File: config.mk
export PLATFORM = sky130hd
export DESIGN_NAME = layer_header_ctrl
export DESIGN_NICKNAME = d
export VERILOG_FILES = /design/src/rtl/layer_hdr_pkg.sv /design/src/rtl/layer_header_ctrl.sv
export SDC_FILE = /design/constraint.sdc
export NUM_CORES = 1
export LEC_CHECK = 0
export ABC_AREA = 1
export BUFFER_PORTS_ARGS = -buffer_cell sky130_fd_sc_hd__buf_4
export CAP_MARGIN = 20
export CELL_PAD_IN_SITES_DETAIL_PLACEMENT = 1
export CELL_PAD_IN_SITES_GLOBAL_PLACEMENT = 1
export CORE_AREA = 2 2 85 87
export DETAILED_ROUTE_END_ITERATION = 10
export DIE_AREA = 0 0 87 89
export GPL_ROUTABILITY_DRIVEN = 1
export PLACE_DENSITY_LB_ADDON = 0.1
export SLEW_MARGIN = 5
export SYNTH_ARGS = -nofsm -noshare
export SYNTH_HDL_FRONTEND = slang
export SYNTH_SLANG_ARGS = --single-unit
File: constraint.sdc
create_clock -name clk -period 1.97 [get_ports clk]
set_clock_uncertainty 0.2 [all_clocks]
set_input_delay 0.394 -clock clk [delete_from_list [all_inputs] [get_ports clk]]
set_output_delay 0.394 -clock clk [all_outputs]
set_load 0.02 [all_outputs]
File: src/rtl/layer_hdr_pkg.sv
`timescale 1ns/1ps
`default_nettype none
// ---------------------------------------------------------------------------
// layer_hdr_pkg : widths, defaults and FSM states for layer_header_ctrl
// Revision      : 1.0
// ---------------------------------------------------------------------------
package layer_hdr_pkg;

    localparam int LAYER_W        = 5;
    localparam int REG_W          = 3;
    localparam int DATA_W         = 16;
    localparam int NUM_LAYERS_DEF = 32;

    typedef enum logic [2:0] {
        ST_IDLE    = 3'd0,
        ST_WR      = 3'd1,
        ST_RD_ADDR = 3'd2,
        ST_RD_CAP  = 3'd3,
        ST_ACK     = 3'd4,
        ST_CLR     = 3'd5,
        ST_CLR_ALL = 3'd6
    } hdr_state_e;

endpackage
`default_nettype wire

File: src/rtl/layer_header_ctrl.sv
`timescale 1ns/1ps
`default_nettype none
// ---------------------------------------------------------------------------
// layer_header_ctrl : host access and layer-clear sequencer for layer headers.
// Optional clear-all sequencer enabled by defining LAYER_HDR_CLEAR_ALL_EN.
// Revision          : 1.0
// ---------------------------------------------------------------------------
module layer_header_ctrl
    import layer_hdr_pkg::*;
#(
    parameter int NUM_LAYERS = NUM_LAYERS_DEF
) (
    input  logic               clk,
    input  logic               reset,
    input  logic               hostReq,
    input  logic               hostWrite,
    input  logic [LAYER_W-1:0] hostLayer,
    input  logic [REG_W-1:0]   hostReg,
    input  logic [DATA_W-1:0]  hostWData,
    output logic               hostAck,
    output logic [DATA_W-1:0]  hostRData,
    input  logic               clearLayerReq,
    input  logic [LAYER_W-1:0] clearLayer,
    input  logic               clearAllReq,
    output logic               clearBusy,
    output logic               clearDone,
    output logic               resetLayerEn,
    output logic [LAYER_W-1:0] readWriteLayerCtrl,
    output logic [REG_W-1:0]   ctrlLayerRegister,
    output logic               ctrlWriteEn,
    output logic [DATA_W-1:0]  ctrlWriteData,
    input  logic [DATA_W-1:0]  ctrlReadData
);

    hdr_state_e         state_q, state_d;
    logic               pend_one_q, pend_one_d;
    logic [LAYER_W-1:0] pend_lyr_q, pend_lyr_d;
    logic               ack_q, ack_d;
    logic [DATA_W-1:0]  rdata_q, rdata_d;
    logic               busy_q, busy_d;
    logic               done_q, done_d;
    logic               rle_q, rle_d;
    logic [LAYER_W-1:0] layer_q, layer_d;
    logic [REG_W-1:0]   reg_q, reg_d;
    logic               wen_q, wen_d;
    logic [DATA_W-1:0]  wdata_q, wdata_d;
    logic               w_one_req;

`ifdef LAYER_HDR_CLEAR_ALL_EN
    localparam logic [LAYER_W-1:0] LAST_LAYER = LAYER_W'(NUM_LAYERS - 1);

    logic               pend_all_q, pend_all_d;
    logic [LAYER_W-1:0] cnt_q, cnt_d;
    logic               w_all_req;

    // A pulse arriving in IDLE is served at once, so treat it as pending now
    assign w_all_req = pend_all_q | clearAllReq;
`else
    logic unused_cfg;
    assign unused_cfg = clearAllReq ^ (NUM_LAYERS > NUM_LAYERS_DEF);
`endif

    assign w_one_req = pend_one_q | clearLayerReq;

    always_comb begin
        state_d    = state_q;
        pend_one_d = pend_one_q | clearLayerReq;
        pend_lyr_d = clearLayerReq ? clearLayer : pend_lyr_q;
        ack_d      = 1'b0;
        rdata_d    = rdata_q;
        done_d     = 1'b0;
        rle_d      = 1'b1;
        layer_d    = layer_q;
        reg_d      = reg_q;
        wen_d      = 1'b0;
        wdata_d    = wdata_q;
`ifdef LAYER_HDR_CLEAR_ALL_EN
        pend_all_d = pend_all_q | clearAllReq;
        cnt_d      = cnt_q;
`endif

        case (state_q)
            ST_IDLE: begin
`ifdef LAYER_HDR_CLEAR_ALL_EN
                if (w_all_req) begin
                    state_d    = ST_CLR_ALL;
                    pend_all_d = 1'b0;
                    cnt_d      = '0;
                    layer_d    = '0;
                    rle_d      = 1'b0;
                end else
`endif
                if (w_one_req) begin
                    state_d    = ST_CLR;
                    pend_one_d = 1'b0;
                    layer_d    = pend_lyr_d;
                    rle_d      = 1'b0;
                end else if (hostReq) begin
                    layer_d = hostLayer;
                    reg_d   = hostReg;
                    wdata_d = hostWData;
                    if (hostWrite) begin
                        state_d = ST_WR;
                        wen_d   = 1'b1;
                    end else begin
                        state_d = ST_RD_ADDR;
                    end
                end
            end
            ST_WR: begin
                state_d = ST_ACK;
                ack_d   = 1'b1;
            end
            ST_RD_ADDR: begin
                state_d = ST_RD_CAP;
            end
            ST_RD_CAP: begin
                state_d = ST_ACK;
                ack_d   = 1'b1;
                rdata_d = ctrlReadData;
            end
            ST_ACK: begin
                state_d = ST_IDLE;
            end
            ST_CLR: begin
                state_d = ST_IDLE;
                done_d  = 1'b1;
            end
`ifdef LAYER_HDR_CLEAR_ALL_EN
            ST_CLR_ALL: begin
                if (cnt_q == LAST_LAYER) begin
                    state_d = ST_IDLE;
                    done_d  = 1'b1;
                end else begin
                    cnt_d   = cnt_q + 5'd1;
                    layer_d = cnt_q + 5'd1;
                    rle_d   = 1'b0;
                end
            end
`endif
            default: begin
                state_d = ST_IDLE;
            end
        endcase

`ifdef LAYER_HDR_CLEAR_ALL_EN
        busy_d = pend_one_d | pend_all_d | (state_d == ST_CLR) | (state_d == ST_CLR_ALL);
`else
        busy_d = pend_one_d | (state_d == ST_CLR);
`endif
    end

    always_ff @(posedge clk or negedge reset) begin
        if (!reset) begin
            state_q    <= ST_IDLE;
            pend_one_q <= 1'b0;
            pend_lyr_q <= '0;
            ack_q      <= 1'b0;
            rdata_q    <= '0;
            busy_q     <= 1'b0;
            done_q     <= 1'b0;
            rle_q      <= 1'b1;
            layer_q    <= '0;
            reg_q      <= '0;
            wen_q      <= 1'b0;
            wdata_q    <= '0;
        end else begin
            state_q    <= state_d;
            pend_one_q <= pend_one_d;
            pend_lyr_q <= pend_lyr_d;
            ack_q      <= ack_d;
            rdata_q    <= rdata_d;
            busy_q     <= busy_d;
            done_q     <= done_d;
            rle_q      <= rle_d;
            layer_q    <= layer_d;
            reg_q      <= reg_d;
            wen_q      <= wen_d;
            wdata_q    <= wdata_d;
        end
    end

`ifdef LAYER_HDR_CLEAR_ALL_EN
    always_ff @(posedge clk or negedge reset) begin
        if (!reset) begin
            pend_all_q <= 1'b0;
            cnt_q      <= '0;
        end else begin
            pend_all_q <= pend_all_d;
            cnt_q      <= cnt_d;
        end
    end
`endif

    assign hostAck            = ack_q;
    assign hostRData          = rdata_q;
    assign clearBusy          = busy_q;
    assign clearDone          = done_q;
    assign resetLayerEn       = rle_q;
    assign readWriteLayerCtrl = layer_q;
    assign ctrlLayerRegister  = reg_q;
    assign ctrlWriteEn        = wen_q;
    assign ctrlWriteData      = wdata_q;

endmodule
`default_nettype wire
==> results of run 1 <==
-- per-layer routing --
layer  vias up  routed length [um]  GRT usage [%]
li1        959                   -              -
met1       929                2300           17.1
met2        58                2820           25.5
met3         3                 395           4.80
met4         0                  18           3.84
met5         -                   0              0
-- worst max-delay path: cells and delay by family (launching register included) --
kind | cells | cell delay [ns]
flops | 1 | 0.42
simple gates | 4 | 0.47
buf+inv | 2 | 0.40
-- worst min-delay path by stage --
stage,from,to,slack (ns),cells past startpoint
2_1_floorplan,reset,clearBusy$_DFF_PN0_,-0.10,0
3_3_place_gp,reset,pend_lyr_q[4]$_DFF_PN0_,0.13,1
3_5_place_dp,reset,pend_lyr_q[2]$_DFF_PN0_,0.14,1
4_1_cts,hostWData[3],ctrlWriteData[3]$_DFFE_PN0P_,0.11,3
5_1_grt,hostWrite,ctrlWriteEn$_DFF_PN0_,0.1,3
6_report,hostWData[2],ctrlWriteData[2]$_DFFE_PN0P_,0.11,3
-- registers in the layout (all words and copies together), names as in the netlist --
register / cells
clearDone: 1
pend_one_q: 1
clearBusy: 1
state_q: 3
pend_lyr_q: 5
ctrlWriteEn: 1
hostAck: 1
resetLayerEn: 1
ctrlWriteData: 16
readWriteLayerCtrl: 5
hostRData: 16
ctrlLayerRegister: 3
-- where the power goes --
group,internal (uW),switching [uW]
Combinational,866,1300
Clock,355,347
Sequential,1570,242
Total,2790,1890
-- layout by cell type, fill, tap and decap left out --
master,synthesis,final
o21ai_0,2,2
buf_4,1,101
inv_2,1,1
nand2_1,123,123
nand3_1,35,35
nor2_1,6,6
nand2_2,1,1
dfrtp_1,53,53
clkbuf_8,0,8
buf_12,0,1
a21oi_1,1,1
nand2_4,1,1
nand3_2,1,1
nor2_2,1,1
dlygate4sd3_1,0,1
dfstp_2,1,1
inv_1,9,9
nor2_4,1,1
-- stage by stage --
step | hold WS, ns | total power, uW
6_report | 0.114 | 4680
5_1_grt | 0.0981 | 5030
4_1_cts | 0.108 | 4770
3_5_place_dp | 0.139 | 4050
3_3_place_gp | 0.135 | 3990
2_1_floorplan | -0.102 | 3030
-- cells by family after synthesis --
group	Yosys count	synth area share, %
AO/OA/AOI/OAI	3	0.691
buffers and inverters	20	4.66
flip-flops	54	62.2
AND/OR/NAND/NOR	169	32.4
-- layout make-up --
class                           instances  area share, %
Clock buffer                            8           3.54
Inverter                               10           1.21
Multi-Input combinational cell        172           23.1
Sequential cell                        54           43.5
Tap cell                               80           3.22
Timing Repair Buffer                  103           25.4
==> flow_summary.yaml, run 1 <==
worst_setup_path:
  cp_common_cell: "nand2_1"
  startpoint: "state_q[2]$_DFF_PN0_"
  cp_max_fo: 19
  cp_cell_sequence: "nor2_1 > nand2_1 > inv_1 > buf_4 > nand3_1 > nand2_1"
  cp.required_ns: 2.02
  reg2reg_depth: 6
  arrival_ns: 1.60
  cp_slowest_cell: "dfrtp_1"
  critPathCapture: "ctrlLayerRegister[0]$_DFFE_PN0P_"
  cp-start-kind: "flop"
  cp-end-kind: "flop"
  slowest_delay_ns: 0.42
  r2r-start: "state_q[2]$_DFF_PN0_"
  reg2reg_to: "ctrlLayerRegister[0]$_DFFE_PN0P_"
  rrSetupSlack_ns: 0.41
  path_class: "flop to flop"
clock_network:
  clock_latency_ns: 0.30
  path_clk_slew_ns: 0.09
  cts_resized: 0
  ctsHoldBuffers: 1
  cts_made_buffers: 5
  cts_buffer_depth: 2
  cts-root-buf: "clkbuf_8"
  cts_sinks: 54
  cts_tree: "yes"
  htreeDepth: 2
  cts_setup_buffers: 0
job:
  cap_violations: 0
timing:
  setup_viol: 0
  period_minus_slack_ns: 1.56
  postLayoutSetupSlackWorst_ns: 0.411
  setup_tns_ns: 0
  slew_viol_final: 0
  finalCritPeriodShare_pct: 79.1
  finalHoldViolCount: 0
  grt_setup_unrepaired: "false"
  worstMarginPinSlew_ns: 0.359
  maxSlewHeadroom_pct: 76.1
  clock.fmax_ghz: 0.642
layout:
  diodes: 0
  drive_above_1_share_pct: 33.7
  area_growth_pct: 43.0
  ff_latch_area_um2: 1350
  nets: 397
  design_area_um2: 3110
  num-fill-cells: 806
  multiInputGateArea_um2: 719
  final_cells: 427
  final_util_pct: 46.3
synth:
  ys_seq_area_share_pct: 62.2
  synth_cell_types: 18
  yosysTopAreaCell: "dfrtp_1"
  avgSynthCellArea_um2: 8.83
  synth_top_area_share_pct: 61.0
  synthTopCellsByArea: "dfrtp_1, nand2_1, nand3_1"
  synth-async-reset-ratio_pct: 100
  synth_area_um2: 2170
  yosys_register_bits: 54
  synthMostInstantiatedCell: "nand2_1"
  yosys_warnings: 0
  syn_inst: 246
  syn-num-nets: 297
  synthTopCellsByCount: "nand2_1, dfrtp_1, nand3_1"
  synth_ff_type: "dfrtp_1"
  synth-edff-count: 0
detailed_routing:
  first_pass_iters: 4
  viasPerCell: 4.56
  antenna_left: 0
  drt_wl_total_um: 5530
  wl_per_cell_um: 13.0
  drc: 0
  vias: 1949
  drt_iter0_markers: 53
placement:
  dp_hpwl_um: 4110
  place.gp.congestion: 0.683
  place_inst: 418
  place_area_um2: 2990
  portBuffers: 94
  dp_slack_ns: 0.362
global_routing:
  grt_max_degree: 30
  antenna_found_initial: 0
  grt_usage_pct: 14.5
  grt_pass1_vias: 1947
  grt-ovfl-total: 0
  grt_pass1_wl_um: 8870
status:
  outcome: "finished clean"
die:
  dieArea_um2: 7740
  core_um2: 6720
  ios: 96
  start_util_pct: 32.3
  rows: 30
  die_h_um: 89
  die_w_um: 87
pwr:
  peakVddDrop_mv: 0.467
  power_density_nw_per_um2: 1500
  power.leakage_uw: 0.00173
hold_path:
  hold_path.class: "primary input to flop"
Power figures use the tool's default switching activity.
==> run 2, diff against run 1 <==
- clock period: 1.97 -> 1.6 ns (I/O delays scaled with it)
==> flow_summary.yaml, run 2 (synthesis results as in run 1) <==
status:
  outcome: "finished clean"
die:
  die_h_um: 89
  ios: 96
  core_um2: 6720
  rows: 30
  die_w_um: 87
  dieArea_um2: 7740
  start_util_pct: 32.3
worst_setup_path:
  cp-end-kind: "primary output"
  cp-start-kind: "flop"
  cp_slowest_cell: "dfstp_2"
  cp_cell_sequence: "buf_4"
  cp.required_ns: 1.08
  slowest_delay_ns: 0.52
  cp_max_fo: 1
  path_class: "flop to primary output"
  arrival_ns: 0.96
  crit_buf_inv: 1
  worst_path_dominant_cell_family: "flip-flops"
layout:
  layout_common_cells: "nand2_1, buf_4, dfrtp_1"
  drive_above_1_share_pct: 35.2
  final_common_cell: "nand2_1"
  final_cells: 432
  area_growth_pct: 44.4
  diodes: 0
  nets: 402
clock_network:
  htreeDepth: 2
  cts_tree: "yes"
  cts-root-buf: "clkbuf_8"
  cts_buffer_depth: 2
  cts_made_buffers: 5
  cts_sinks: 54
  path_clk_slew_ns: 0.09
  clock_latency_ns: 0.31
pwr:
  p_int_uw: 3430
  comb_power_share_pct: 47.9
  power.leakage_uw: 0.00174
  seq_power_share_pct: 38.4
  power_density_nw_per_um2: 1850
  clkPwrFrac_pct: 13.7
  sw_frac_of_total_pct: 41.0
  switchingPower_uw: 2380
  peakVddDrop_mv: 0.727
detailed_routing:
  drc: 0
  drt_wl_total_um: 5720
  wl_per_cell_um: 13.2
  first_pass_iters: 4
  antenna_left: 0
  drt_iter0_markers: 59
  vias: 1953
  viasPerCell: 4.52
timing:
  maxSlewHeadroom_pct: 78.5
  slew_viol_final: 0
  finalCritPeriodShare_pct: 92.4
  postLayoutSetupSlackWorst_ns: 0.122
  finalHoldViolCount: 0
  period_minus_slack_ns: 1.48
  clock.fmax_ghz: 0.677
  setup_viol: 0
  worstMarginPinSlew_ns: 0.321
global_routing:
  grt_pass1_vias: 1966
  grt-ovfl-total: 0
  antenna_found_initial: 0
  grt_pass1_wl_um: 9250
  grt_max_degree: 21
  grt_usage_pct: 15.3
hold_path:
  hold_path.class: "primary input to flop"
placement:
  dp_slack_ns: 0.0681
  dp_hpwl_um: 4210
  place_inst: 420
  portBuffers: 94
  place.gp.congestion: 0.696
job:
  cap_violations: 0
## run 2: timing repair
action | in CTS | in global routing
hold buffers | 1 | 0
setup buffers | 0 | 3
gates resized for setup | 0 | 3
endpoints found under the hold margin | 34 | 0
setup endpoints to repair | 0 | 24
## run 2: worst paths after layout
path	cells past startpoint	endpoint	slack, ns	startpoint
min in group asynchronous	2	pend_lyr_q[3]$_DFF_PN0_	0.22	reset
max in group asynchronous	3	ctrlLayerRegister[0]$_DFFE_PN0P_	0.45	reset
max reg2reg	7	ctrlWriteData[9]$_DFFE_PN0P_	0.14	state_q[2]$_DFF_PN0_
min reg2reg	2	hostRData[13]$_DFFE_PN0N_	0.27	hostRData[13]$_DFFE_PN0N_
min	3	ctrlWriteEn$_DFF_PN0_	0.03	hostWrite
max	1	resetLayerEn	0.12	resetLayerEn$_DFF_PN1_
## run 2: layout make-up
type | count | area (um^2)
fillers | 811 | 3580
repair buffers | 108 | 830
inverters | 10 | 37.5
multi-input cells | 172 | 724
clock buffers | 6 | 82.6
flip-flops and latches | 54 | 1350
well taps | 80 | 100
clock inverters | 2 | 12.5
## run 2: routing by layer
layer	GRT usage [%]	share of wire [%]
met3	4.80	7.5
met1	19.2	42
met2	25.5	49
met4	4.26	1.1
met5	0	0
## run 2: worst min-delay path, stage by stage
cell and delay (ns):
buf_4 0.11, inv_1 0.04, nor2_1 0.03
## run 2: power groups by stage
stage / Combinational (uW) / Sequential, uW / Clock [uW]
6_report: 2790 / 2230 / 796
5_1_grt: 3070 / 2310 / 877
4_1_cts: 2760 / 2240 / 828
3_5_place_dp: 2750 / 2260 / 0
3_3_place_gp: 2700 / 2240 / 0
2_1_floorplan: 875 / 2850 / 0
## run 2: metrics by stage
stage / setup TNS (ns) / hold slack (ns) / area (um^2) / utilization, % / power [uW]
after CTS: 0 / 0.0203 / 3110 / 46.3 / 5830
final: 0 / 0.0280 / 3140 / 46.7 / 5810
after detailed placement: 0 / 0.0119 / 3000 / 44.7 / 5020
after floorplan: 0 / -0.176 / 2170 / - / 3730
after global placement: 0 / 0.0125 / 3000 / 44.7 / 4940
after global routing: -0.00491 / 0.0204 / 3140 / 46.7 / 6250
==> run 3, diff against run 2 <==
- CELL_PAD_IN_SITES_DETAIL_PLACEMENT: 1 -> unset
- CELL_PAD_IN_SITES_GLOBAL_PLACEMENT: 1 -> unset
- CORE_AREA: 2 2 85 87 -> 2 2 77 79
- DIE_AREA: 0 0 87 89 -> 0 0 79 81
- PLACE_DENSITY: unset -> 0.68
- PLACE_DENSITY_LB_ADDON: 0.1 -> unset
==> flow_summary.yaml, run 3 (synthesis results as in run 1) <==
status:
  outcome: "finished clean"
clock_network:
  htreeDepth: 2
  cts_made_buffers: 5
  clock_latency_ns: 0.29
  cts-root-buf: "clkbuf_8"
  cts_tree: "yes"
  cts_sinks: 54
  cts_setup_buffers: 0
  cts_buffer_depth: 2
  path_clk_slew_ns: 0.09
worst_setup_path:
  cp.required_ns: 1.59
  cp-end-kind: "flop"
  worst_path_dominant_cell_family: "simple AND/OR/NAND/NOR gates"
  reg2reg_to: "ctrlWriteData[0]$_DFFE_PN0P_"
  cp-start-kind: "flop"
  cp_cell_sequence: "nor2_2 > nand2_1 > inv_1 > nand2_1 > buf_4 > nand2_1 > nand2_1"
  r2r-start: "state_q[0]$_DFF_PN0_"
  crit_cells: 7
  crit_buf_inv: 2
  rrSetupSlack_ns: 0.13
  path_class: "flop to flop"
  slowest_delay_ns: 0.41
  cp_max_fo: 20
  reg2reg_depth: 7
  cp_common_cell: "nand2_1"
  cp_slowest_cell: "dfrtp_1"
  arrival_ns: 1.46
global_routing:
  grt_max_degree: 31
  grt_pass1_vias: 1757
  grt_usage_pct: 15.3
  grt_pass1_wl_um: 7700
  antenna_found_initial: 0
  grt-ovfl-total: 0
timing:
  slew_viol_final: 0
  worstMarginPinSlew_ns: 0.386
  clock.fmax_ghz: 0.680
  period_minus_slack_ns: 1.47
  grt_setup_unrepaired: "false"
  maxSlewHeadroom_pct: 74.3
  setup_tns_ns: 0
  setup_viol: 0
  finalCritPeriodShare_pct: 91.9
  finalHoldViolCount: 0
  hold_ws_ns: 0.0433
hold_path:
  hold_path_end: "ctrlWriteEn$_DFF_PN0_"
  hold_path.class: "primary input to flop"
  hp-start: "hostWrite"
  whs_path_depth: 3
layout:
  num-fill-cells: 561
  final_cells: 422
  final_util_pct: 54.4
  final_common_cell: "nand2_1"
  diodes: 0
  area_growth_pct: 42.0
  drive_above_1_share_pct: 33.7
  nets: 397
  layout_common_cells: "nand2_1, buf_4, dfrtp_1"
pwr:
  power_density_nw_per_um2: 1830
  peakVddDrop_mv: 0.706
  clkPwrFrac_pct: 13.4
  p_int_uw: 3360
  comb_power_share_pct: 46.9
  power.leakage_uw: 0.00172
  seq_power_share_pct: 39.7
  finalPower_uw: 5640
  sw_frac_of_total_pct: 40.4
  switchingPower_uw: 2280
detailed_routing:
  wl_per_cell_um: 11.3
  drt_wl_total_um: 4760
  vias: 1893
  first_pass_iters: 4
  drt_iter0_markers: 58
  viasPerCell: 4.49
  drc: 0
  antenna_left: 0
die:
  die_h_um: 81
  ios: 96
  start_util_pct: 38.3
  dieArea_um2: 6400
  rows: 28
  core_um2: 5680
  die_w_um: 79
placement:
  portBuffers: 94
  place.gp.congestion: 0.701
  place_inst: 413
  dp_hpwl_um: 3520
job:
  cap_violations: 0
-- run 3: cell types whose count changed in the layout (fill, tap and decap cells not counted) --
cell | previous run | this run
buf_4 | 105 | 101
buf_6 | 1 | 0
clkbuf_1 | 0 | 1
clkinvlp_4 | 1 | 0
nand2_1 | 122 | 123
nand2_2 | 2 | 1
-- run 3: cell type report --
| type | count | area [um^2] | area share, % |
|---|---|---|---|
| Sequential cell | 54 | 1350 | 43.8 |
| Timing Repair Buffer | 103 | 788 | 25.5 |
| Multi-Input combinational cell | 172 | 722 | 23.4 |
| Tap cell | 75 | 93.8 | 3.04 |
| Clock buffer | 7 | 86.3 | 2.80 |
| Clock inverter | 1 | 5.00 | 0.162 |
| Inverter | 10 | 37.5 | 1.22 |
-- run 3: stage by stage --
step	instance area, um^2	setup slack (ns)
after CTS	3080	0.0709
after global routing	3090	0.0115
after detailed placement	2980	0.0841
after floorplan	2170	0.235
after global placement	2980	0.124
final	3090	0.129
-- run 3: worst max-delay path by stage --
| stage | start | endpoint | slack, ns |
|---|---|---|---|
| 6_report | state_q[0]$_DFF_PN0_ | ctrlWriteData[0]$_DFFE_PN0P_ | 0.13 |
| 2_1_floorplan | state_q[2]$_DFF_PN0_ | hostRData[10]$_DFFE_PN0N_ | 0.24 |
| 3_5_place_dp | state_q[2]$_DFF_PN0_ | ctrlWriteData[0]$_DFFE_PN0P_ | 0.08 |
| 4_1_cts | state_q[2]$_DFF_PN0_ | ctrlWriteData[0]$_DFFE_PN0P_ | 0.07 |
| 3_3_place_gp | state_q[2]$_DFF_PN0_ | ctrlWriteData[11]$_DFFE_PN0P_ | 0.12 |
| 5_1_grt | state_q[2]$_DFF_PN0_ | ctrlWriteData[0]$_DFFE_PN0P_ | 0.01 |
-- run 3: repair_timing --
item / in CTS / in global routing
hold buffers: 1 / 0
endpoints found under the setup margin: 0 / 18
endpoints found under the hold margin: 28 / 0
gates resized for setup: 0 / 1
-- run 3: worst reg2reg max path, stage by stage (launching register included) --
cell and delay (ns):
dfrtp_1 0.41, nor2_2 0.17, nand2_1 0.09, inv_1 0.11
nand2_1 0.06, buf_4 0.20, nand2_1 0.08, nand2_1 0.05
-- run 3: metal layers --
| layer | routed length [um] | share of wire, % | GRT usage (%) | vias to the layer above |
|---|---|---|---|---|
| met5 | 0 | 0 | 0 | - |
| met4 | 55 | 1.2 | 4.66 | 0 |
| met3 | 372 | 7.8 | 4.22 | 8 |
| met2 | 2350 | 49 | 26.7 | 60 |
| met1 | 1990 | 42 | 18.6 | 863 |
| li1 | - | - | - | 962 |
-- run 3: power by group through the flow --
| stage | clock, uW | combinational (uW) | sequential (uW) |
|---|---|---|---|
| finish | 758 | 2640 | 2240 |
| CTS | 788 | 2690 | 2230 |
| floorplan | 0 | 875 | 2850 |
| global route | 850 | 2900 | 2300 |
| global placement | 0 | 2640 | 2250 |
| detailed placement | 0 | 2680 | 2250 |
